$ cat config.mk
export PLATFORM = sky130hd
export DESIGN_NAME = buffer_mux_arbiter
export DESIGN_NICKNAME = d
export VERILOG_FILES = /design/src/rtl/buffer_mux_pkg.sv /design/src/rtl/rr_pick4.sv /design/src/rtl/buffer_mux_arbiter.sv
export SDC_FILE = /design/constraint.sdc
export NUM_CORES = 1
export LEC_CHECK = 0
export CORE_MARGIN = 2
export CORE_UTILIZATION = 34
export DETAILED_ROUTE_END_ITERATION = 6
export PLACE_DENSITY_LB_ADDON = 0.12
export SLEW_MARGIN = 20
export SYNTH_ARGS = -nofsm -noshare
export SYNTH_HDL_FRONTEND = slang
export SYNTH_HIERARCHICAL = 1
export SYNTH_SLANG_ARGS = --single-unit
$ cat constraint.sdc
create_clock -name clk -period 2.8 [get_ports clk]
set_clock_uncertainty 0.05 [all_clocks]
set_input_delay 0.56 -clock clk [delete_from_list [all_inputs] [get_ports clk]]
set_output_delay 0.56 -clock clk [all_outputs]
set_load 0.05 [all_outputs]
$ cat src/rtl/buffer_mux_pkg.sv
// Shared word layout, requester count and arbiter state encoding for the
// four-input buffer mux feeding the memory write path.
package buffer_mux_pkg;

    localparam int WORD_W    = 35;
    localparam int VALID_BIT = 34;
    localparam int LAST_BIT  = 33;
    localparam int NUM_REQ   = 4;

    typedef enum logic {
        ARB  = 1'b0,
        XFER = 1'b1
    } arb_state_e;

endpackage

$ cat src/rtl/rr_pick4.sv
// Combinational round-robin picker: scans four requests starting at ptr
// (wrapping 3 -> 0) and returns the first hit as a one-hot vector.
module rr_pick4 (
    input  logic [3:0] req,
    input  logic [1:0] ptr,
    output logic [3:0] pick,
    output logic       any
);

    // Walk from the farthest offset down so the nearest requester wins last.
    always_comb begin
        pick = 4'b0000;
        any  = |req;
        for (int i = 3; i >= 0; i--) begin
            logic [1:0] idx;
            idx = ptr + 2'(i);
            if (req[idx]) begin
                pick = 4'b0001 << idx;
            end
        end
    end

endmodule

$ cat src/rtl/buffer_mux_arbiter.sv
// Packet-granular round-robin arbiter for the four-input buffer mux.
// Optional burst timeout is enabled by defining BUFFER_ARB_TIMEOUT_EN.
module buffer_mux_arbiter
    import buffer_mux_pkg::*;
#(
    parameter int NUM_REQ   = 4,
    parameter int MAX_BURST = 16
) (
    input  logic                clk,
    input  logic                reset,
    input  logic                next_ready,
    input  logic                mem_full,
    input  logic [WORD_W-1:0]   in_data0,
    input  logic [WORD_W-1:0]   in_data1,
    input  logic [WORD_W-1:0]   in_data2,
    input  logic [WORD_W-1:0]   in_data3,
    output logic                ready0,
    output logic                ready1,
    output logic                ready2,
    output logic                ready3,
    output logic [WORD_W-1:0]   out_data,
    output logic [NUM_REQ-1:0]  grant,
    output logic                busy
);

    arb_state_e          state, state_d;
    logic [NUM_REQ-1:0]  grant_d;
    logic [1:0]          ptr, ptr_d;
    logic [WORD_W-1:0]   out_d;
    logic [3:0]          valid_vec, ready_vec, pick;
    logic                pick_any, fire, timeout_hit;
    logic [WORD_W-1:0]   sel_word;
    logic [1:0]          gidx;

    assign valid_vec = {in_data3[VALID_BIT], in_data2[VALID_BIT],
                        in_data1[VALID_BIT], in_data0[VALID_BIT]};

    // Readies follow the registered grant, so they are zero in ARB for free.
    assign ready_vec = grant & {4{next_ready & ~mem_full}};
    assign ready0    = ready_vec[0];
    assign ready1    = ready_vec[1];
    assign ready2    = ready_vec[2];
    assign ready3    = ready_vec[3];
    assign fire      = |(ready_vec & valid_vec);
    assign busy      = (state == XFER);

    assign sel_word = ({WORD_W{grant[0]}} & in_data0) |
                      ({WORD_W{grant[1]}} & in_data1) |
                      ({WORD_W{grant[2]}} & in_data2) |
                      ({WORD_W{grant[3]}} & in_data3);

    always_comb begin
        gidx = 2'd0;
        if (grant[1]) gidx = 2'd1;
        if (grant[2]) gidx = 2'd2;
        if (grant[3]) gidx = 2'd3;
    end

    rr_pick4 u_pick (
        .req  (valid_vec),
        .ptr  (ptr),
        .pick (pick),
        .any  (pick_any)
    );

`ifdef BUFFER_ARB_TIMEOUT_EN
    logic [7:0] burst_cnt, cnt_d;
    assign timeout_hit = (burst_cnt == 8'(MAX_BURST - 1));
`else
    assign timeout_hit = 1'b0;
`endif

    always_comb begin
        state_d = state;
        grant_d = grant;
        ptr_d   = ptr;
        out_d   = '0;
`ifdef BUFFER_ARB_TIMEOUT_EN
        cnt_d   = burst_cnt;
`endif
        case (state)
            ARB: begin
                if (pick_any) begin
                    grant_d = pick;
                    state_d = XFER;
                end
            end
            XFER: begin
                if (fire) begin
                    out_d = sel_word;
                    // A forced release marks the word as last so the packet closes downstream.
                    if (sel_word[LAST_BIT] || timeout_hit) begin
                        out_d[LAST_BIT] = 1'b1;
                        grant_d         = '0;
                        ptr_d           = gidx + 2'd1;
                        state_d         = ARB;
`ifdef BUFFER_ARB_TIMEOUT_EN
                        cnt_d           = '0;
`endif
                    end else begin
`ifdef BUFFER_ARB_TIMEOUT_EN
                        if (burst_cnt != 8'(MAX_BURST)) begin
                            cnt_d = burst_cnt + 8'd1;
                        end
`endif
                    end
                end
            end
            default: state_d = ARB;
        endcase
    end

    always_ff @(posedge clk or negedge reset) begin
        if (!reset) begin
            state    <= ARB;
            grant    <= '0;
            ptr      <= 2'd0;
            out_data <= '0;
`ifdef BUFFER_ARB_TIMEOUT_EN
            burst_cnt <= '0;
`endif
        end else begin
            state    <= state_d;
            grant    <= grant_d;
            ptr      <= ptr_d;
            out_data <= out_d;
`ifdef BUFFER_ARB_TIMEOUT_EN
            burst_cnt <= cnt_d;
`endif
        end
    end

endmodule

==> metrics.txt <==
# nets final=577; per-cell routed wire length=18.7 um; Slew @ Worst Pin=556 ps; worst path arrival time=1800 ps; Finished Layout Cells=522; hold slack final=189 ps; WL met1=3500 um; internal power=1.83 mW; Tightest Hold Check Type=input pin to async pin; GP Congestion=0.837; Cell Area, Synth=0.00243 mm^2; Final ANT Viol Nets=0; CP max FO=5; ratio of cells with drive above 1 in the final layout=0.0822; met3 wire length=931 um; Vert. Die Dim=88.5 um; DP HPWL=7450 um; TritonCTS clock tree=yes; first-pass GRT wire length=13800 um; Tmin final=2410 ps; largest area contributor in the netlist=dfrtp_1; combinational share of power=0.613; root buffer cell=clkbuf_8; Fmax=0.416 GHz; Max Cap Violations=0; row cnt=30; Final period util=0.859; Crit. End Element=primary output; Final Hold Viols=0; Area Overhead vs Synth=89.0%; switching part of the total power=0.429; Max Slew Vio Count=0; # resized after CTS=0; initial core utilization=0.355; dpl cells=514; Chip Width=88.5 um; vias=2792; Final Core Density=0.671; antenna violations before repair=0; maximum clock path buffer count=2; Slew HR=0.628; Clk network pwr share=0.148; DRT Wirelength=9750 um; register area=0.00105 mm^2; Vias/cell=5.35; Worst VDD drop=497 uV; Synth Area per Inst=10.1 um^2; Sequential Power Share=0.239; PwrDens=700 mW/mm^2; DRT iter0 DRCs=109; hold buffer count at CTS=0; multi-input logic area=0.00125 mm^2; largest net degree at the start of global routing=43; DR WL met2=4950 um; Cell variety after synth=29; CP Launch Type=input pin; Reg clk slew, reported paths=80 ps; synth top area cells=dfrtp_1, a22oi_1, a21oi_1; RSZ-0062 raised after global routing=no; post-synth top area share=0.433; Final setup violation count=0; total CTS buffers=5; Worst-Skew Late Latency=290 ps; vias in the first global route=2830; Psw=1.38 mW; die area=0.00783 mm^2; post-CTS setup buffer count=0; Syn Inst Count=241; Worst Path Required=2190 ps; H-tree depth=2; post-synthesis sequential area ratio=0.433; total track usage=0.234; synthesis warning total=6; antenna diode count=0; FILL cells=550; setup TNS=0 ps; placeable core region=0.00683 mm^2; grt ovf=0; Tot Pwr=3.21 mW; Setup CP Type=input pin to primary output; Pre-Repair DR Iteration Count=4; Highest Signal Layer=met4; status=finished clean; clk sinks=42; Yosys reg bits=42; Post-Syn Nets=393; Leak=1.80 nW; Ports=188; count of input and output buffers=187; DRC Markers=0
[cells in the final DEF (no fill, tap or decap)]
cell             instances
clkdlybuf4s50_1        178
clkbuf_1                 2
a31oi_1                  3
o31ai_1                  2
a21oi_1                 34
o211ai_4                 1
mux2_4                   1
a22o_1                   2
bufinv_16                1
inv_1                    7
buf_4                   12
nand2_1                 16
dfrtp_1                 42
clkbuf_8                 5
o21bai_1                 1
ha_1                     8
nand2b_1                 3
a22oi_1                 68
buf_12                   8
o22ai_1                  5
nor2b_2                  1
nand2b_4                 1
a21oi_4                  1
or4_1                    1
mux2i_1                  5
nor2b_1                  3
mux4_2                   4
and2_1                   4
o21ai_0                  3
nor2_1                   3
a211oi_1                 1
[power groups by stage]
stage                     clock, mW  sequential (mW)  combinational, mW
after floorplan                   0            0.995               1.02
after global placement            0            0.777               1.95
after detailed placement          0            0.782               1.97
after CTS                     0.493            0.769               1.97
after global routing          0.516            0.777               2.11
final                         0.476            0.766               1.97
[cell families after synthesis]
family                   after synthesis  synth area share
AO/OA/AOI/OAI                        121             0.342
flip-flops                            42             0.433
AND/OR/NAND/NOR                       32            0.0676
buffers and inverters                 28            0.0516
multiplexers                          10            0.0640
adder cells (fa/ha/maj)                8            0.0413
[worst paths after layout]
path	start	endpoint	slack [ps]	cells after the start
setup / recovery	next_ready	ready1	390	4
hold / removal	reset	out_data[5]	190	1
setup reg to reg	ptr[1]	grant[0]	940	7
hold reg to reg	busy	busy	620	2
max in group asynchronous	reset	ptr[1]	2120	1
min in group clk	busy	busy	620	2
[metrics by stage]
| step | area (um^2) | setup WS, ps |
|---|---|---|
| after floorplan | 2430 | 478 |
| after global placement | 4480 | 387 |
| after detailed placement | 4480 | 382 |
| after CTS | 4580 | 371 |
| after global routing | 4590 | 332 |
| final | 4590 | 394 |
[cell type report]
cell class                      count  share of cell area
Clock inverter                      1             0.00655
Timing Repair Buffer              198               0.443
Inverter                            7             0.00573
Clock buffer                        7              0.0166
Sequential cell                    42               0.229
Multi-Input combinational cell    171               0.273
Tap cell                           96              0.0262
[cells in the mapped netlist]
cell type / instances
o21bai_1: 1
o21ai_0: 3
o22ai_1: 5
mux2i_1: 5
nor2_1: 3
a211oi_1: 1
inv_1: 7
buf_6: 2
nor2b_2: 1
o31ai_1: 2
buf_2: 4
dfrtp_1: 42
o211ai_4: 1
ha_1: 8
a31oi_1: 3
a21oi_1: 34
mux2_4: 1
a22oi_1: 68
buf_1: 2
a21oi_4: 1
mux4_2: 4
nand2b_1: 3
nor2b_1: 3
nand2b_4: 1
and2_1: 4
clkbuf_1: 13
a22o_1: 2
nand2_1: 16
or4_1: 1
[metal layers]
metal,vias up,GRT usage
li1,1291,-
met1,1326,0.253
met2,149,0.418
met3,26,0.0728
met4,0,0.106
met5,-,0
[critical path, stage by stage]
cell	delay, ps
clkdlybuf4s50_1	450
nor2b_1	390
and2_1	250
buf_12	150
[registers in the layout, summed over array words and instances, names as in the netlist]
name,count
ptr,2
busy,1
grant,4
out_data,35
(Power assumes the default switching activity.)
